===== config.mk =====
export PLATFORM = sky130hd
export DESIGN_NAME = cpu_ctrl_fsm_flat
export DESIGN_NICKNAME = d
export VERILOG_FILES = /design/src/rtl/cpu_ctrl_if.sv /design/src/rtl/cpu_ctrl_fsm.sv /design/src/flat_wrapper.sv
export SDC_FILE = /design/constraint.sdc
export NUM_CORES = 1
export LEC_CHECK = 0
export ABC_AREA = 1
export BUFFER_PORTS_ARGS = -buffer_cell sky130_fd_sc_hd__clkbuf_2
export CAP_MARGIN = 10
export CORE_MARGIN = 2
export CORE_UTILIZATION = 37
export DETAILED_ROUTE_END_ITERATION = 7
export HOLD_SLACK_MARGIN = 0.05
export PLACE_DENSITY = 0.71
export SLEW_MARGIN = 20
export SYNTH_ARGS = -nofsm -noshare
export SYNTH_HDL_FRONTEND = slang
export SYNTH_SLANG_ARGS = --single-unit

===== constraint.sdc =====
create_clock -name clk -period 1.7 [get_ports clk]
set_input_delay 0.255 -clock clk [delete_from_list [all_inputs] [get_ports clk]]
set_output_delay 0.255 -clock clk [all_outputs]
set_load 0.02 [all_outputs]

===== src/rtl/cpu_ctrl_if.sv =====
// Control bundle between the multi-cycle FSM and the RV32I datapath.
// The master side is the FSM; the slave side is the datapath/RAM.
interface cpu_ctrl_if;
  logic [31:0] instr;
  logic        br_taken;
  logic        dmem_ack;
  logic        pc_we;
  logic [1:0]  pc_sel;
  logic        ir_we;
  logic        rf_we;
  logic [1:0]  alu_src_a;
  logic [1:0]  alu_src_b;
  logic [1:0]  alu_op;
  logic [1:0]  wb_sel;
  logic        dmem_req;
  logic        dmem_we;
  logic [2:0]  state_o;
  logic        halted;
  logic        fault;

  modport master (
    input  instr, br_taken, dmem_ack,
    output pc_we, pc_sel, ir_we, rf_we,
    output alu_src_a, alu_src_b, alu_op,
    output wb_sel, dmem_req, dmem_we,
    output state_o, halted, fault
  );

  modport slave (
    output instr, br_taken, dmem_ack,
    input  pc_we, pc_sel, ir_we, rf_we,
    input  alu_src_a, alu_src_b, alu_op,
    input  wb_sel, dmem_req, dmem_we,
    input  state_o, halted, fault
  );
endinterface


===== src/rtl/cpu_ctrl_fsm.sv =====
// Multi-cycle RV32I control FSM: FETCH/DECODE/EXEC/MEM/WB/HALT.
// Enables are decoded from state, opcode and same-cycle handshakes.
module cpu_ctrl_fsm #(
  parameter int MEM_TIMEOUT  = 16,
  parameter int RESET_PC_SEL = 0
) (
  input logic       clk,
  input logic       rst,
  cpu_ctrl_if.master bus
);
  typedef enum logic [2:0] {
    FETCH  = 3'd0,
    DECODE = 3'd1,
    EXEC   = 3'd2,
    MEM    = 3'd3,
    WB     = 3'd4,
    HALT   = 3'd5
  } state_t;

  localparam int CW = $clog2(MEM_TIMEOUT + 1);
  localparam logic [CW-1:0] LAST = CW'(MEM_TIMEOUT - 1);

  state_t        state;
  logic [CW-1:0] cnt;
  logic          halted_q;
  logic          fault_q;

  logic [6:0] opc;
  logic is_lui, is_auipc, is_jal, is_jalr;
  logic is_br, is_ld, is_st, is_imm;
  logic is_op, is_sys, legal;

  assign opc      = bus.instr[6:0];
  assign is_lui   = opc == 7'b0110111;
  assign is_auipc = opc == 7'b0010111;
  assign is_jal   = opc == 7'b1101111;
  assign is_jalr  = opc == 7'b1100111;
  assign is_br    = opc == 7'b1100011;
  assign is_ld    = opc == 7'b0000011;
  assign is_st    = opc == 7'b0100011;
  assign is_imm   = opc == 7'b0010011;
  assign is_op    = opc == 7'b0110011;
  assign is_sys   = opc == 7'b1110011;
  assign legal    = is_lui | is_auipc | is_jal
                  | is_jalr | is_br | is_ld
                  | is_st | is_imm | is_op
                  | is_sys;

  // PC reset value lives in the datapath; upper IR bits are decoded there.
  logic unused_ok;
  assign unused_ok = (RESET_PC_SEL != 0)
                   ^ (^bus.instr[31:7]);

  always_ff @(posedge clk) begin
    if (rst) begin
      state    <= FETCH;
      cnt      <= '0;
      halted_q <= 1'b0;
      fault_q  <= 1'b0;
    end else begin
      unique case (state)
        FETCH: state <= DECODE;
        DECODE: begin
          if (is_sys) begin
            state    <= HALT;
            halted_q <= 1'b1;
          end else if (!legal) begin
            state   <= HALT;
            fault_q <= 1'b1;
          end else begin
            state <= EXEC;
          end
        end
        EXEC: begin
          if (is_ld || is_st) begin
            state <= MEM;
            cnt   <= '0;
          end else if (is_br) begin
            state <= FETCH;
          end else begin
            state <= WB;
          end
        end
        MEM: begin
          if (bus.dmem_ack) begin
            state <= is_st ? FETCH : WB;
          end else if (cnt == LAST) begin
            state   <= HALT;
            fault_q <= 1'b1;
          end else begin
            cnt <= cnt + 1'b1;
          end
        end
        WB:      state <= FETCH;
        HALT:    state <= HALT;
        default: state <= FETCH;
      endcase
    end
  end

  always_comb begin
    bus.pc_we     = 1'b0;
    bus.pc_sel    = 2'd0;
    bus.ir_we     = 1'b0;
    bus.rf_we     = 1'b0;
    bus.alu_src_a = 2'd0;
    bus.alu_src_b = 2'd0;
    bus.alu_op    = 2'd0;
    bus.wb_sel    = 2'd0;
    bus.dmem_req  = 1'b0;
    bus.dmem_we   = 1'b0;
    bus.state_o   = rst ? 3'd0 : state;
    bus.halted    = halted_q & ~rst;
    bus.fault     = fault_q & ~rst;
    if (!rst) begin
      unique case (state)
        FETCH: bus.ir_we = 1'b1;
        EXEC: begin
          unique case (1'b1)
            is_op: bus.alu_op = 2'd2;
            is_imm: begin
              bus.alu_src_b = 2'd1;
              bus.alu_op    = 2'd2;
            end
            is_lui: begin
              bus.alu_src_a = 2'd2;
              bus.alu_src_b = 2'd1;
            end
            is_auipc, is_jal: begin
              bus.alu_src_a = 2'd1;
              bus.alu_src_b = 2'd1;
            end
            is_jalr, is_ld, is_st:
              bus.alu_src_b = 2'd1;
            is_br: begin
              bus.alu_op = 2'd3;
              bus.pc_we  = 1'b1;
              bus.pc_sel = bus.br_taken ? 2'd2 : 2'd0;
            end
            default: ;
          endcase
        end
        MEM: begin
          bus.dmem_req = 1'b1;
          bus.dmem_we  = is_st;
          bus.pc_we    = bus.dmem_ack & is_st;
        end
        WB: begin
          bus.rf_we = 1'b1;
          bus.pc_we = 1'b1;
          if (is_ld) begin
            bus.wb_sel = 2'd1;
          end else if (is_jal || is_jalr) begin
            bus.wb_sel = 2'd2;
            bus.pc_sel = 2'd1;
          end
        end
        default: ;
      endcase
    end
  end
endmodule


===== src/flat_wrapper.sv =====
// flat-port wrapper written by rule: the top's interface ports become plain ports
module cpu_ctrl_fsm_flat 
#(
  parameter int MEM_TIMEOUT  = 16,
  parameter int RESET_PC_SEL = 0
)
  (clk, rst, bus_instr, bus_br_taken, bus_dmem_ack, bus_pc_we, bus_pc_sel, bus_ir_we, bus_rf_we, bus_alu_src_a, bus_alu_src_b, bus_alu_op, bus_wb_sel, bus_dmem_req, bus_dmem_we, bus_state_o, bus_halted, bus_fault);
  cpu_ctrl_if bus_i ();
  input logic clk;
  input logic rst;
  input wire logic [$bits(bus_i.instr)-1:0] bus_instr;
  input wire logic [$bits(bus_i.br_taken)-1:0] bus_br_taken;
  input wire logic [$bits(bus_i.dmem_ack)-1:0] bus_dmem_ack;
  output wire logic [$bits(bus_i.pc_we)-1:0] bus_pc_we;
  output wire logic [$bits(bus_i.pc_sel)-1:0] bus_pc_sel;
  output wire logic [$bits(bus_i.ir_we)-1:0] bus_ir_we;
  output wire logic [$bits(bus_i.rf_we)-1:0] bus_rf_we;
  output wire logic [$bits(bus_i.alu_src_a)-1:0] bus_alu_src_a;
  output wire logic [$bits(bus_i.alu_src_b)-1:0] bus_alu_src_b;
  output wire logic [$bits(bus_i.alu_op)-1:0] bus_alu_op;
  output wire logic [$bits(bus_i.wb_sel)-1:0] bus_wb_sel;
  output wire logic [$bits(bus_i.dmem_req)-1:0] bus_dmem_req;
  output wire logic [$bits(bus_i.dmem_we)-1:0] bus_dmem_we;
  output wire logic [$bits(bus_i.state_o)-1:0] bus_state_o;
  output wire logic [$bits(bus_i.halted)-1:0] bus_halted;
  output wire logic [$bits(bus_i.fault)-1:0] bus_fault;
  assign bus_i.instr = bus_instr;
  assign bus_i.br_taken = bus_br_taken;
  assign bus_i.dmem_ack = bus_dmem_ack;
  assign bus_pc_we = bus_i.pc_we;
  assign bus_pc_sel = bus_i.pc_sel;
  assign bus_ir_we = bus_i.ir_we;
  assign bus_rf_we = bus_i.rf_we;
  assign bus_alu_src_a = bus_i.alu_src_a;
  assign bus_alu_src_b = bus_i.alu_src_b;
  assign bus_alu_op = bus_i.alu_op;
  assign bus_wb_sel = bus_i.wb_sel;
  assign bus_dmem_req = bus_i.dmem_req;
  assign bus_dmem_we = bus_i.dmem_we;
  assign bus_state_o = bus_i.state_o;
  assign bus_halted = bus_i.halted;
  assign bus_fault = bus_i.fault;
  cpu_ctrl_fsm #(.MEM_TIMEOUT(MEM_TIMEOUT), .RESET_PC_SEL(RESET_PC_SEL)) u_core (.clk(clk), .rst(rst), .bus(bus_i));
endmodule

==> results.json, run 1 <==
{
  "synth_cells": 154,
  "fin_skew_ns": 0.00299,
  "drt_iter0_drc": 27,
  "path_clk_slew_ns": 0.06,
  "die_h_um": 53.7,
  "clock-sinks": 10,
  "io_buffers": 29,
  "synth-adder-area-share": 0.0274,
  "final.min_clock_period_ns": 1.69,
  "yosys.area_share.simple": 0.460,
  "crit_chain": "inv_4 -> nand2_4 -> nor2_4 -> inv_2 -> nor2_4 -> inv_2 -> a311oi_2 -> buf_4",
  "start_util": 0.379,
  "ys_seq_area_frac": 0.219,
  "ys_types": 28,
  "start_kind": "flop",
  "critPathArrivalTime_ns": 1.43,
  "critPathCaptureType": "output pin",
  "dieArea_um2": 2880,
  "crit_buf_inv": 4,
  "grt_first_pass_wirelength_um": 3670,
  "synth_top_family_by_area": "simple AND/OR/NAND/NOR gates",
  "post-route-util": 0.537,
  "tritoncts": "done",
  "die_w_um": 53.7,
  "min-delay-start": "bus_instr[6]",
  "cts_root_buffer": "clkbuf_4",
  "crit_family": "buffers and inverters",
  "syn_area_per_cell_um2": 5.93,
  "fillers": 256,
  "timing.rr.end": "u_core.cnt[1]",
  "n_antenna_cell": 0,
  "cap_violations": 0,
  "min_path_type": "in -> reg",
  "dr_total_vias": 1080,
  "synth-compound-area-share": 0.134,
  "final_hold_viol_count": 0,
  "antenna_found_initial": 0,
  "rsz0062_at_grt": "true",
  "area_growth_syn_to_layout_pct": 41.6,
  "cp_slowest_cell": "dfxtp_2",
  "place_congestion": 0.826,
  "synth_area_um2": 913,
  "num_rows": 18,
  "core_area_um2": 2410,
  "ir_worst_vdd_v": 0.000452,
  "path_depth": 8,
  "synth-xor-area-share": 0.00959,
  "drive_gt1_frac": 0.443,
  "nets": 233,
  "drv_slew": 0,
  "cts_buffers": 3,
  "status": "completed",
  "drc": 0,
  "powerDensity_nw_per_um2": 524,
  "hold_depth": 3,
  "h-tree-depth": 1,
  "viasPerCell": 4.82,
  "ant_nets": 0,
  "io-pin-count": 56,
  "synth.mux.area_fraction": 0,
  "grtUsageTotal": 0.170,
  "synth_nets": 192,
  "clkLatencyLatePin_ns": 0.27,
  "ys_ff_latch": 10,
  "min_to": "u_core.halted_q",
  "r2r_slack_ns": 0.11,
  "max_stage_delay_ns": 0.34,
  "yosysWarnings": 0,
  "max_freq_ghz": 0.593,
  "setup_viol": 0,
  "cp_max_fo": 3,
  "finalCritPeriodShare": 0.993,
  "cp.required_ns": 1.44,
  "clock_path_buffers": 2,
  "grt_max_degree": 16,
  "r2r-start": "u_core.cnt[0]",
  "ff2ff_path_depth": 11,
  "dr.pass1.iters": 4,
  "wl_um": 2300,
  "post_drt_wl_per_cell_um": 10.3,
  "leakagePower_nw": 0.620,
  "crit_type": "reg -> out",
  "overflow": 0,
  "dp_hpwl_um": 1740,
  "power.total_w": 0.000678,
  "grt_pass1_vias": 931
}
==> through the flow <==
stage | cell area (um2) | hold slack, ns | std cells | setup WS (ns) | setup TNS (ns)
after global routing | 1290 | 0.334 | 224 | -0.0722 | -0.166
after global placement | 1110 | 0.436 | 212 | 0.107 | 0
after CTS | 1230 | 0.315 | 222 | -0.0854 | -0.125
after detailed placement | 1110 | 0.441 | 212 | 0.0776 | 0
after floorplan | 931 | 0.421 | 154 | 0.0403 | 0
final | 1290 | 0.315 | 224 | 0.0123 | 0
==> cell usage after synthesis, drive strengths merged <==
cell type,count,area [um2]
nand2,37,151
nor2,30,128
inv,27,101
dfxtp,10,200
nand3,10,67.6
a21oi,9,56.3
nor3,6,35.0
o21ai,6,30.0
nand4,5,31.3
a211oi,2,15.0
buf,2,15.0
clkbuf,2,7.51
ha,2,25.0
a311oi,1,15.0
clkinv,1,8.76
conb,1,3.75
nor3b,1,7.51
o22ai,1,6.26
xor2,1,8.76
==> registers in the layout, indices dropped and copies added, names as in the netlist <==
signal / cells
u_core.cnt: 5
u_core.state: 3
u_core.halted_q: 1
u_core.fault_q: 1
==> what timing repair did <==
| item | 4_1_cts | 5_1_grt |
|---|---|---|
| setup buffers | 6 | 2 |
| pin swaps | 2 | 5 |
| setup endpoints to repair | 9 | 12 |
| hold buffers | 0 | 0 |
| resized for setup | 15 | 23 |
==> worst min-delay path, cell delays in order <==
cell,delay [ns]
clkbuf_2,0.10
nand4_1,0.11
o22ai_1,0.07
==> metal layers <==
metal / share of wire / vias up / global-route usage
met2: 0.47 / 26 / 0.283
met5: 0 / - / 0
li1: - / 563 / -
met1: 0.46 / 485 / 0.209
met3: 0.047 / 6 / 0.0333
met4: 0.019 / 0 / 0.0812
==> how the worst max path moves through the flow <==
stage                               start             to  slack [ns]
final                     u_core.state[2]  bus_alu_op[1]        0.01
after global placement    u_core.state[2]  bus_alu_op[1]        0.11
after floorplan                       rst  bus_pc_sel[0]        0.04
after detailed placement    u_core.cnt[0]  u_core.cnt[1]        0.08
after CTS                 u_core.state[2]  bus_alu_op[1]       -0.09
after global routing      u_core.state[2]  bus_alu_op[1]       -0.07
==> power by group <==
part           internal, W  switching [W]  total (W)
Combinational    0.0000722       0.000124   0.000196
Clock             0.000130      0.0000813   0.000211
Sequential        0.000251      0.0000193   0.000270
==> kinds of logic after synthesis <==
family,count (synthesis)
AO/OA/AOI/OAI,19
AND/OR/NAND/NOR,89
buffers and inverters,32
adder cells (fa/ha/maj),2
XOR/XNOR,1
flip-flops,10
other,1
==> layout by cell type, fill, tap and decap left out, types with 5 or more instances in the layout <==
cell type / n
inv_2: 5
nand3_1: 8
buf_4: 14
nor2_1: 19
nor3_1: 5
nand4_1: 5
clkbuf_2: 23
nand2_1: 30
nand2_2: 5
a21oi_1: 6
inv_1: 21
nor2_2: 8
dfxtp_1: 5
==> cell type report <==
cell class | count | area [um2] | share of cell area
clock buffer | 4 | 36.3 | 0.0280
inverter | 28 | 113 | 0.0870
multi-input combinational | 112 | 652 | 0.504
sequential | 10 | 211 | 0.163
tap | 30 | 37.5 | 0.0290
timing repair buffer | 40 | 244 | 0.189
Note: power is estimated with default switching activity, not from simulation.
==> run 2, diff against run 1 <==
Clock period 1.7 ns to 2.1 ns, I/O delays scaled along.
==> run 2 against run 1 <==
Effect of this change: register-to-register slack gained 0.37 ns; utilization shrank 7.3 points; die area is the same; power decreased by 23%; via count decreased by 8.4%; routed wire length down 11%; count of clock-buffer cells in the layout stayed put; worst setup slack gained 0.13 ns; sequential power shrank 20%; non-clock buffer count down 10; clock power is 18% lower; hold slack improved by 0.018 ns; critical path type unchanged; largest power group unchanged.
==> results.json, run 2 (same netlist as run 1, synthesis figures left out) <==
{
  "status": "completed",
  "tritoncts": "done",
  "area_growth_syn_to_layout_pct": 22.5,
  "final_common_cell": "nand2_1",
  "drc": 0,
  "dr.pass1.iters": 4,
  "grtUsageTotal": 0.164,
  "grt_max_degree": 10,
  "cap_violations": 0,
  "cts_buffers": 3,
  "cts_root_buffer": "clkbuf_4",
  "swShare": 0.325,
  "io_buffers": 29,
  "pwr-share-seq": 0.413,
  "ant_nets": 0,
  "p_switching_w": 0.000170,
  "die_h_um": 53.7,
  "path_clk_slew_ns": 0.07,
  "critPathArrivalTime_ns": 1.65,
  "grt_first_pass_wirelength_um": 3570,
  "core_area_um2": 2410,
  "cp.required_ns": 1.78,
  "place_congestion": 0.807,
  "drv_slew": 0,
  "cts_setup_buffers": 0,
  "antenna_found_initial": 0,
  "design_area_um2": 1120,
  "critPathCaptureType": "output pin",
  "dp_hpwl_um": 1670,
  "start_util": 0.379,
  "clkLatencyLatePin_ns": 0.27,
  "placed_area_um2": 1080,
  "rsz0062_at_grt": "false",
  "final_hold_viol_count": 0,
  "h-tree-depth": 1,
  "largest_reg_flops": 5,
  "setup_viol": 0,
  "finalCritPeriodShare": 0.934,
  "io-pin-count": 56,
  "dp_slack_ns": 0.403,
  "p_clk_frac": 0.331,
  "viasPerCell": 4.62,
  "nets": 223,
  "fin_skew_ns": 0.00572,
  "fillers": 260,
  "grt_pass1_vias": 881,
  "dp.cells": 210,
  "num_rows": 18,
  "mostFrequentLayoutCells": "34 x nand2_1, 27 x clkbuf_2, 24 x inv_1, 24 x nor2_1, 9 x dfxtp_1",
  "p_int_w": 0.000352,
  "die_w_um": 53.7,
  "final.min_clock_period_ns": 1.96,
  "dr_total_vias": 989,
  "dieArea_um2": 2880,
  "regMostFlops": "u_core.cnt",
  "powerDensity_nw_per_um2": 467,
  "leakagePower_nw": 0.560,
  "fin_cells": 214,
  "crit_type": "reg -> out",
  "layout_setup_ws_ns": 0.139,
  "clock_path_buffers": 2,
  "drt_iter0_drc": 21,
  "start_kind": "flop",
  "drive_gt1_frac": 0.299,
  "post_drt_wl_per_cell_um": 9.55,
  "power.total_w": 0.000522,
  "min_path_type": "in -> reg",
  "ir_worst_vdd_v": 0.000484,
  "cp_max_fo": 4,
  "combPwrFrac": 0.256,
  "max_freq_ghz": 0.510,
  "clock-sinks": 10,
  "n_antenna_cell": 0,
  "hold_slack_ns": 0.334,
  "top_regs": "u_core.cnt (5), u_core.state (3)",
  "wl_um": 2040,
  "overflow": 0
}
[run 2: changes by cell type in the layout (fill, tap and decap cells not counted), sizes merged]
cell	before	now
buf	16	3
clkbuf	28	31
[run 2: stage by stage]
stage	setup TNS [ns]	util
2_1_floorplan	-0.0612	-
3_3_place_gp	0	0.449
3_5_place_dp	0	0.449
4_1_cts	0	0.464
5_1_grt	0	0.464
6_report	0	0.464
[run 2: critical path, cell delays in order, from the launching register on]
cell and delay (ns):
dfxtp_1 0.43, nand2_1 0.12, nor2_1 0.16, inv_1 0.08, nor2_2 0.15, inv_2 0.07
a311oi_2 0.17, buf_2 0.20
[run 2: worst paths after layout]
path | startpoint | endpoint | slack, ns | depth (start not counted)
worst min register to register | u_core.fault_q | u_core.fault_q | 0.45 | 2
worst min-delay path | rst | u_core.state[0] | 0.33 | 2
worst max register to register | u_core.cnt[0] | u_core.cnt[4] | 0.48 | 10
worst max-delay path | u_core.state[1] | bus_alu_op[1] | 0.14 | 7
[run 2: power by group through the flow]
| stage | logic (W) | registers, W | clock network (W) |
|---|---|---|---|
| finish | 0.000134 | 0.000216 | 0.000173 |
| CTS | 0.000135 | 0.000214 | 0.000180 |
| global placement | 0.000134 | 0.000218 | 0 |
| floorplan | 0.0000988 | 0.000216 | 0 |
| global route | 0.000151 | 0.000217 | 0.000191 |
| detailed placement | 0.000134 | 0.000219 | 0 |
[run 2: routing by layer]
metal | up-vias | wire length (um) | GRT usage
met3 | 0 | 105 | 0.0417
li1 | 545 | - | -
met4 | 0 | 0 | 0.0128
met5 | - | 0 | 0
met2 | 21 | 894 | 0.266
met1 | 423 | 1040 | 0.227
[run 2: final cells by class]
class                           instances  area, um2  area share
Inverter                               28        110      0.0984
Tap cell                               30       37.5      0.0336
Timing Repair Buffer                   30        153       0.136
Multi-Input combinational cell        112        581       0.519
Clock buffer                            4       36.3      0.0324
Sequential cell                        10        201       0.180
[run 2: timing repair]
item                                    in CTS  in global routing
hold buffers                                 0                  0
resized for setup                            0                  3
endpoints found under the setup margin       0                  2
